--- src/rtl/led_cnt_sequencer.sv ---
// Command sequencer for the 10-bit LED counter datapath: edge-detects button levels,
// queues requests as pending bits and issues one opcode at a time over valid/ready.
module led_cnt_sequencer #(
   parameter int TICK_DIV = 4194304,
   parameter int CNT_W    = 23
) (
   input  logic       CLK,
   input  logic       RST,
   input  logic       CLR_REQ,
   input  logic       LD2AA_REQ,
   input  logic       LD155_REQ,
   input  logic       STEP_REQ,
   input  logic       RUN,
   input  logic       MODE_SHR,
   input  logic       MODE_SUB,
   input  logic       OP_READY,
   output logic       OP_VALID,
   output logic [2:0] OP,
   output logic       TICK,
   output logic [3:0] PENDING,
   output logic       OVR
);

   typedef enum logic {IDLE, ISSUE} state_t;

   typedef enum logic [2:0] {
      OP_INC   = 3'd0,
      OP_DEC   = 3'd1,
      OP_SHL   = 3'd2,
      OP_LD2AA = 3'd3,
      OP_LD155 = 3'd4,
      OP_CLR   = 3'd5
   } op_t;

   localparam logic [CNT_W-1:0] CNT_LAST = CNT_W'(TICK_DIV - 1);

   state_t           state, state_n;
   op_t              op_q, op_n;
   logic [CNT_W-1:0] cnt;
   logic [3:0]       lvl, lvl_q, req_edge, set_bits, clr_bits;
   logic             accept;

   assign lvl      = {CLR_REQ, LD2AA_REQ, LD155_REQ, STEP_REQ};
   assign req_edge = lvl & ~lvl_q;
   assign set_bits = {req_edge[3:1], RUN ? TICK : req_edge[0]};
   assign OP_VALID = (state == ISSUE);
   assign OP       = op_q;
   assign accept   = OP_VALID & OP_READY;

   always_ff @(posedge CLK) begin
      if (RST) begin
         cnt  <= '0;
         TICK <= 1'b0;
      end else begin
         cnt  <= (cnt == CNT_LAST) ? '0 : cnt + CNT_W'(1);
         TICK <= (cnt == CNT_LAST);
      end
   end

   // Accepted op retires its own pending bit; all step flavours share bit 0.
   always_comb begin
      clr_bits = 4'b0000;
      if (accept) begin
         unique case (op_q)
            OP_CLR:   clr_bits = 4'b1000;
            OP_LD2AA: clr_bits = 4'b0100;
            OP_LD155: clr_bits = 4'b0010;
            default:  clr_bits = 4'b0001;
         endcase
      end
   end

   // History resets high so a level already asserted at reset release is not an edge.
   always_ff @(posedge CLK) begin
      if (RST) begin
         lvl_q   <= 4'b1111;
         PENDING <= 4'b0000;
         OVR     <= 1'b0;
      end else begin
         lvl_q   <= lvl;
         PENDING <= (PENDING & ~clr_bits) | set_bits;
         if (set_bits[0] & PENDING[0] & ~clr_bits[0])
            OVR <= 1'b1;
      end
   end

   always_ff @(posedge CLK) begin
      if (RST) begin
         state <= IDLE;
         op_q  <= OP_INC;
      end else begin
         state <= state_n;
         op_q  <= op_n;
      end
   end

   // Opcode, including the step flavour, is frozen at latch time and held through ISSUE.
   always_comb begin
      state_n = state;
      op_n    = op_q;
      unique case (state)
         IDLE: begin
            if (PENDING != 4'b0000) begin
               state_n = ISSUE;
               if (PENDING[3])      op_n = OP_CLR;
               else if (PENDING[2]) op_n = OP_LD2AA;
               else if (PENDING[1]) op_n = OP_LD155;
               else if (MODE_SHR)   op_n = OP_SHL;
               else if (MODE_SUB)   op_n = OP_DEC;
               else                 op_n = OP_INC;
            end
         end
         ISSUE: begin
            if (OP_READY)
               state_n = IDLE;
         end
         default: state_n = IDLE;
      endcase
   end

endmodule

--- config.mk ---
export PLATFORM = sky130hd
export DESIGN_NAME = led_cnt_sequencer
export DESIGN_NICKNAME = d
export VERILOG_FILES = /design/src/rtl/led_cnt_sequencer.sv
export SDC_FILE = /design/constraint.sdc
export NUM_CORES = 1
export LEC_CHECK = 0
export BUFFER_PORTS_ARGS = -buffer_cell sky130_fd_sc_hd__buf_2
export CORE_MARGIN = 5
export CORE_UTILIZATION = 55
export CTS_CLUSTER_DIAMETER = 120
export CTS_CLUSTER_SIZE = 14
export DETAILED_ROUTE_END_ITERATION = 8
export GPL_ROUTABILITY_DRIVEN = 1
export PLACE_DENSITY = 0.8
export SYNTH_ARGS = -nofsm -noshare
export SYNTH_HDL_FRONTEND = slang
export SYNTH_SLANG_ARGS = --single-unit
--- constraint.sdc ---
create_clock -name CLK -period 2.5 [get_ports CLK]
set_clock_uncertainty 0.2 [all_clocks]
set_input_delay 0.25 -clock CLK [delete_from_list [all_inputs] [get_ports CLK]]
set_output_delay 0.25 -clock CLK [all_outputs]
set_load 0.01 [all_outputs]
# Word level (Yosys, flattened, before mapping)
# Cells that the tools add are included.
[totals]
regBits = 37
word_cells = 36
in_bits = 10
out_inout_bits = 10
[classes]
n_bitwise = 10
mux = 11
n_addsub = 1
eq_ne = 4
reduce_logical = 3
[ops]
columns = ["op", "count"]
rows = [
  ["adder 23 x 1 -> 23 bit (second input constant)", 1],
  ["== test 23 x 22 -> 1 bit (second input constant)", 1],
  ["case mux 4 bit (3 select lines)", 1],
  ["two-way mux 3 bit", 3],
  ["bitwise AND 4 bit", 2],
  ["inverter 4 bit", 2],
  ["== test 3 bit (second input constant)", 2],
  ["two-way mux 1 bit", 4],
  ["two-way mux 4 bit", 1],
  ["OR 4 bit", 1],
  ["nonzero test 4 bit", 1],
  ["bitwise AND 1 bit", 3],
  ["== test 3 x 2 -> 1 bit (second input constant)", 1],
  ["two-way mux 2 bit", 1],
  ["inverter 1 bit", 2],
  ["case mux 1 bit (2 select lines)", 1],
  ["AND reduction 2 bit", 1],
  ["OR reduction 2 bit", 1],
]

# Longest topological paths before layout
# Gate-level depths: netlist (run 1).
[depth]
depth_word = 6
ltp_mapped = 6

# Worst setup path before layout (run 1)
# Ideal clock, no wire load.
[synth_timing]
path_kind = "reg2reg"
from = "reg cnt[0]"
to = "reg cnt[11]"
path_buffers = 1
path_slack_ns = 0.260
t_required_ns = 2.183
path_stages_with_launch = 7
synth_period_minus_slack_ns = 2.240
arrival_ns = 1.923
cell_sequence = "dfxtp_1 ha_1 nand4_2 or3_1 o41ai_4 buf_2 nor2_1"
[synth_between]
elab_chain_cells = 2
[synth_lines]
columns = ["element", "line", "text"]
rows = [
  ["from (decl)", "39", "logic [CNT_W-1:0] cnt;"],
  ["from (signal assigned)", "55", "cnt <= (cnt == CNT_LAST) ? '0 : cnt + CNT_W'(1);"],
  ["parallel branches: the longest is 2 deep, another holds adder 23 x 1 -> 23 bit", "n/a", ""],
]
# Parallel ways; which one is timed is not known.
# A chain may end at the register's enable or synchronous reset.

# Worst setup path in the final report (run 1)
[layout_timing]
from = "reg cnt[0]"
to = "reg cnt[9]"
# Same word-level chain as after synthesis.

==> metrics.md, run 1 <==
| Metric | Value |
|---|---|
| Status | `complete, no violations` |
| Initial Util | `57.89%` |
| Fin. Hold Viols | `0` |
| Largest net degree at the start of global routing | `21` |
| Setup slack, reg-to-reg | `between 150 and 200 ps` |
| Tot GR Track Use | `between 10% and 20%` |
| FP Rows | `19` |
| Place WS | `between 200 and 250 ps` |
| ANT cells | `0` |
| Synth area leader | `dfxtp_1` |
| Worst hold path cell count | `3` |
| Hold Slack | `about 20 ps` |
| Max Buffers Root-to-Sink | `2` |
| Post-cts sizing count | `0` |
| Worst path slowest cell | `or3_1` |
| Initial drt markers | `approximately 150` |
| Max-cap violations | `0` |
| Area taken by multi-input logic gates | `a little under 800 um^2` |
| Period minus WS final | `~2300 ps` |
| Yosys top cell area share | `between 40% and 50%` |
| Maximum VDD drop | `around 590 uV` |
| Crit path capture type | `flop` |
| CTS tree | `built` |
| Setup WS post-layout | `182.7 ps` |
| Most frequent cells in the layout | `dfxtp_1, nor2_1, buf_2` |
| Nets | `214` |
| Hold path start | `OP_READY` |
| Final Util | `between 60% and 70%` |
| DP HPWL | `2244 um` |
| Area growth syn-to-layout | `13.32%` |
| Die area | `approximately 4100 um^2` |
| Commonest non-fill, non-tap cell in the layout | `dfxtp_1` |
| Sequential share of the synthesized area | `between 40% and 50%` |
| Slowest stage delay, CP | `roughly 500 ps` |
| Total CTS buffers | `5` |
| Final ANT Viol Nets | `0` |
| Crit Path Max Fanout | `15` |
| Worst-Margin Slew | `474.9 ps` |
| Flops & latches, synth | `37` |
| I/O Pins | `20` |
| CP Cell Sequence | `ha_1 -> nand4_2 -> or3_1 -> o41ai_4 -> buf_4 -> nor2_1` |
| Final worst path period share | `between 90% and 100%` |
| Family with the most delay on the worst path | `simple AND/OR/NAND/NOR gates` |
| Top cells by area, synth | `dfxtp_1, nor2_1, a21oi_1, xnor2_1, nand3_1` |
| CTS root buffer | `clkbuf_4` |
| RR Startpoint | `cnt[0]` |
| Cell Pwr Density | `~600 nW/um^2` |
| Worst setup SP type | `flop` |
| DR WL/cell | `approximately 13 um` |
| Cell Area, Synth | `approximately 1600 um^2` |
| Rel. slew slack | `68.05%` |
| GRT overflow | `0` |
| Fillers | `~230` |
| Vias in the first global route | `between 1000 and 1500` |
| Distinct cells, synth | `38` |
| IO buf count | `19` |
| Detailed-router iteration count before antenna repair | `5` |
| Hold Crit Class | `in2reg` |
| CTS sink cnt | `37` |
| Syn_area_per_cell | `~9.0 um^2` |
| Gpl congestion | `0.7882` |
| Via/cell ratio | `between 5 and 6` |
| Die width | `approximately 64 um` |
| Depth of the worst register-to-register path | `6` |
| Initial antenna violation count | `0` |
| LEAKAGE | `slightly below 0.7 nW` |
| Sequential cell area | `740.7 um^2` |
| Instance count on the critical path | `6` |
| Critical Path AT | `about 2400 ps` |
| Vias | `between 1000 and 1500` |
| WP buf/inv | `1` |
| Syn Nets | `189` |
| Share of cells above drive strength 1 | `a little under a fifth` |
| Worst Hold End | `OP_VALID` |
| Post-CTS Setup Bufs | `0` |
| Fmax | `roughly 0.43 GHz` |
| Setup TNS | `0 ps` |
| RR Endpoint | `cnt[9]` |
| CTS H-tree depth | `2` |
| First-pass GRT wire length | `5554 um` |
| Clock latency on the worst-skew pair | `around 340 ps` |
| Core area | `between 2000 and 3000 um^2` |
| Yosys Warn Count | `0` |
| Crit Path Category | `reg2reg` |
| Cells after Synth | `about 180` |
| DRC viols | `0` |
| Die height | `about 64 um` |
| Setup-failing EPs final | `0` |
| Max-slew violation count | `0` |
| Req. time, crit path | `around 2500 ps` |
| CTS clock-pin slew for the worst setup and hold paths | `roughly 110 ps` |
| Drt total wl | `between 3000 and 4000 um` |
| RSZ-0062 raised after global routing | `false` |
-- report_power, final --
part	internal, mW	switching (mW)	leakage (nW)
sequential	0.608	0.0174	0.301
combinational	0.0424	0.0458	0.344
clock	0.163	0.189	0.0413
-- metal layers --
metal / global-route usage, % / part of all wire (%)
met3: 4.378 / 4.3
met5: 0 / 0
met2: 26.76 / 51
met1: 20.41 / 44
met4: 6.753 / 0.54
-- timing repair --
| item | 4_1_cts | 5_1_grt |
|---|---|---|
| hold buffers | 4 | 0 |
| endpoints found under the hold margin | 7 | 0 |
| setup endpoints to repair | 0 | 0 |
-- flip-flops by register name (all words and copies together), names as in the netlist --
name and cells:
OP_VALID 1, PENDING 4, OVR 1, TICK 1, cnt 23, lvl_q 4
OP 3
-- worst min-delay path, stage by stage --
cell and delay [ps]:
buf_2 100, nand2_1 60, o211a_1 120
-- cell type report --
cell class	count	area share (%)
flip-flops and latches	37	40.94
well taps	31	2.144
multi-input cells	127	43.50
clock inverters	1	0.2766
inverters	8	1.660
clock buffers	7	3.596
repair buffers	24	7.884
-- worst max path at each step --
stage / from / endpoint / slack [ps]
floorplan: cnt[0] / cnt[11] / 260
global placement: cnt[0] / cnt[9] / 300
detailed placement: cnt[0] / cnt[19] / 220
CTS: cnt[0] / cnt[4] / 200
global route: cnt[0] / cnt[0] / 40
finish: cnt[0] / cnt[9] / 180
-- kinds of logic (layout without fill, tap and decap cells) --
kind of cell / Yosys count / in the layout / share of synthesized area (%)
simple gates: 78 / 78 / 26.72
fa+ha+maj: 1 / 1 / 0.7836
buf+inv: 14 / 40 / 4.310
xor+xnor: 10 / 10 / 5.486
mux: 1 / 1 / 0.6270
compound gates: 37 / 37 / 15.67
flops: 37 / 37 / 46.39
-- cells in the mapped netlist --
cell type and instances:
o311ai_0 1, o311a_1 1, nand4_2 1, o31ai_1 5, nand2_1 8, mux2i_1 1
nand2b_1 4, a21oi_1 15, and3b_1 1, dfxtp_1 37, a211oi_1 3, nand3_2 1
a31o_2 1, nor4_1 3, ha_1 1, inv_1 8, nand3_1 9, xnor2_1 7
or4_4 1, nand4b_1 1, nand4_1 4, nor3_1 3, clkbuf_1 3, or2_2 5
buf_2 1, o21ai_0 7, buf_6 2, or3_1 5, o41ai_4 1, nor2b_1 2
and3_1 2, or4_1 5, o31a_1 1, nor2_1 22, xor2_1 3, a31oi_1 1
and4_1 1, o211a_1 1
-- per-stage QoR --
step | power (mW) | cells | area, um^2
floorplan | 0.6904 | 178 | 1597
global placement | 0.7183 | 223 | 1699
detailed placement | 0.7221 | 223 | 1699
CTS | 1.074 | 235 | 1809
global route | 1.121 | 235 | 1809
finish | 1.066 | 235 | 1809
(Power assumes the default switching activity.)
==> run 2: changes to the inputs <==
--- a/config.mk
+++ b/config.mk
@@ -6,13 +6,14 @@
 export NUM_CORES = 1
 export LEC_CHECK = 0
 export BUFFER_PORTS_ARGS = -buffer_cell sky130_fd_sc_hd__buf_2
+export CORE_ASPECT_RATIO = 0.8
 export CORE_MARGIN = 5
-export CORE_UTILIZATION = 55
+export CORE_UTILIZATION = 50
 export CTS_CLUSTER_DIAMETER = 120
 export CTS_CLUSTER_SIZE = 14
 export DETAILED_ROUTE_END_ITERATION = 8
 export GPL_ROUTABILITY_DRIVEN = 1
-export PLACE_DENSITY = 0.8
+export PLACE_DENSITY = 0.77
 export SYNTH_ARGS = -nofsm -noshare
 export SYNTH_HDL_FRONTEND = slang
 export SYNTH_SLANG_ARGS = --single-unit
==> constraint.sdc (replaced) <==
create_clock -name CLK -period 2 [get_ports CLK]
set_clock_uncertainty 0.2 [all_clocks]
set_input_delay 0.2 -clock CLK [delete_from_list [all_inputs] [get_ports CLK]]
set_output_delay 0.2 -clock CLK [all_outputs]
set_load 0.01 [all_outputs]
==> run 2 against run 1 <==
Final cell count up 8.9%. Worst hold slack improved by 4.2 ps. Clock power rose by 33%. Critical path type unchanged.
==> metrics.md, run 2 (same netlist as run 1, synthesis figures left out) <==
| Metric | Value |
|---|---|
| Setup WS post-layout | `69.20 ps (-113.5 ps)` |
| Crit Path Max Fanout | `5 (-10)` |
| CP Cell Sequence | `ha_4 -> nand4_4 -> or3_4 -> or4_1 -> a21oi_2` |
| Nets | `228 (+6.5%)` |
| CTS tree | `built` |
| Period minus WS final | `1931 ps (-386.5 ps)` |
| I/O Pins | `20 (unchanged)` |
| Via/cell ratio | `5.359 (-6.9%)` |
| RR Endpoint | `cnt[20]` |
| Fillers | `258 (+12%)` |
| Crit path capture type | `flop` |
| Slowest stage delay, CP | `530 ps (+30 ps)` |
| ANT cells | `0 (unchanged)` |
| Total CTS buffers | `5 (unchanged)` |
| Worst path slowest cell | `or4_1` |
| Worst setup SP type | `flop` |
| Commonest non-fill, non-tap cell in the layout | `dfxtp_1` |
| Post-CTS Setup Bufs | `0 (unchanged)` |
| CTS clock-pin slew for the worst setup and hold paths | `70 ps (-40 ps)` |
| DP HPWL | `2420 um (+7.9%)` |
| Die height | `60.54 um (-5.2%)` |
| CTS H-tree depth | `2 (unchanged)` |
| FP Rows | `18 (-1)` |
| Initial drt markers | `97 (-37%)` |
| Maximum VDD drop | `699.7 uV (+20%)` |
| Status | `complete, no violations` |
| Initial Util | `51.74% (-6.2 points)` |
| Area taken by multi-input logic gates | `822.0 um^2 (+4.5%)` |
| Req. time, crit path | `2030 ps (-500 ps)` |
| Max Buffers Root-to-Sink | `2 (unchanged)` |
| Max-slew violation count | `0 (unchanged)` |
| Die area | `4430 um^2 (+8.6%)` |
| Clock latency on the worst-skew pair | `290 ps (-50 ps)` |
| Critical path destination | `cnt[20]` |
| IO buf count | `19 (unchanged)` |
| Detailed-router iteration count before antenna repair | `4 (-1)` |
| Reg with most FFs | `cnt` |
| Largest net degree at the start of global routing | `21 (unchanged)` |
| CTS root buffer | `clkbuf_8` |
| Fin. Hold Viols | `0 (unchanged)` |
| Regs by FF count | `cnt x23, PENDING x4, lvl_q x4` |
| Rel. slew slack | `74.36% (+6.3 points)` |
| Max-cap violations | `0 (unchanged)` |
| Depth of the worst register-to-register path | `5 (-1)` |
| Hold Crit Class | `in2reg` |
| Area growth syn-to-layout | `23.90%` |
| Family with the most delay on the worst path | `simple AND/OR/NAND/NOR gates` |
| Core area | `3085 um^2 (+12%)` |
| DR WL/cell | `13.09 um (-1.9%)` |
| RR Startpoint | `cnt[1]` |
| Final Util | `64.11% (-1.5 points)` |
| Share of cells above drive strength 1 | `27.78% (+9.2 points)` |
| Worst setup startpoint | `cnt[1]` |
| Tot GR Track Use | `17.22% (+0.80 points)` |
| Vias in the first global route | `1302 (+2.9%)` |
| Gpl congestion | `0.8086 (+2.6%)` |
| Max reg flops | `23 (unchanged)` |
| DRC viols | `0 (unchanged)` |
| Most frequent cells in the layout | `dfxtp_1, nor2_1, buf_2` |
| CTS sink cnt | `37 (unchanged)` |
| Initial antenna violation count | `0 (unchanged)` |
| Drt total wl | `3351 um (+6.8%)` |
| Final worst path period share | `96.54% (+3.8 points)` |
| Crit Path Category | `reg2reg` |
| Worst-Margin Slew | `383.8 ps (-91.01 ps)` |
| First-pass GRT wire length | `5699 um (+2.6%)` |
| Instance count on the critical path | `5 (-1)` |
| WP buf/inv | `0 (-1)` |
| Final ANT Viol Nets | `0 (unchanged)` |
| Setup-failing EPs final | `0 (unchanged)` |
| Vias | `1372 (+1.4%)` |
| Worst hold path cell count | `3 (unchanged)` |
| Setup slack, reg-to-reg | `70 ps (-110 ps)` |
| Die width | `73.18 um (+15%)` |
| Fmax | `0.5179 GHz (+20%)` |
| GRT overflow | `0 (unchanged)` |
| Sequential cell area | `750.7 um^2 (+1.4%)` |
| LEAKAGE | `0.7668 nW (+12%)` |
| Critical Path AT | `1960 ps (-390 ps)` |
| Cell Pwr Density | `696.6 nW/um^2 (+18%)` |
| Place WS | `-0.2409 ps (-219.5 ps)` |
-- run 2: worst min-delay path, stage by stage --
cell     delay (ps)
buf_2           100
nand2_1          60
o211a_1         120
-- run 2: power breakdown --
part / leakage [nW] / switching (mW) / internal (mW) / total (mW)
clock network: 0.0399 / 0.241 / 0.229 / 0.470
registers: 0.304 / 0.0236 / 0.761 / 0.785
logic: 0.423 / 0.0615 / 0.0613 / 0.123
total: 0.767 / 0.327 / 1.05 / 1.38
-- run 2: timing repair --
action / CTS / global route
gates resized for setup: 1 / 6
endpoints found under the hold margin: 7 / 0
pin swaps: 0 / 2
endpoints found under the setup margin: 1 / 7
hold buffers: 4 / 0
cloned: 0 / 0
-- run 2: worst min-delay path by stage --
stage | startpoint | endpoint | slack [ps]
final | OP_READY | OP_VALID | 20
after global routing | OP_READY | OP_VALID | 50
after CTS | OP_READY | OP_VALID | 20
after detailed placement | LD2AA_REQ | lvl_q[2] | 210
after global placement | LD2AA_REQ | lvl_q[2] | 200
after floorplan | STEP_REQ | lvl_q[0] | 110
-- run 2: layer usage --
metal / up-vias / track usage [%] / share of wire [%]
met5: - / 0 / 0
met4: 0 / 10.26 / 2.4
met3: 8 / 4.470 / 3.9
met2: 18 / 26.62 / 45
met1: 634 / 21.84 / 49
li1: 712 / - / -
-- run 2: metrics by stage --
step / TNS (ps) / std cells / hold WS (ps) / instance area (um^2) / power [mW]
2_1_floorplan: 0 / 178 / 106.6 / 1629 / 0.8680
3_3_place_gp: 0 / 246 / 200.2 / 1846 / 0.9082
3_5_place_dp: -0.2409 / 246 / 207.4 / 1846 / 0.9156
4_1_cts: 0 / 256 / 18.53 / 1961 / 1.394
5_1_grt: -6.009 / 256 / 48.92 / 1978 / 1.441
6_report: 0 / 256 / 24.41 / 1978 / 1.378
-- run 2: area by class of cell --
cell class,instances,area share [%]
Tap cell,40,2.530
Timing Repair Buffer,38,12.71
Clock inverter,1,0.2530
Multi-Input combinational cell,127,41.56
Clock buffer,5,3.479
Sequential cell,37,37.95
Inverter,8,1.518
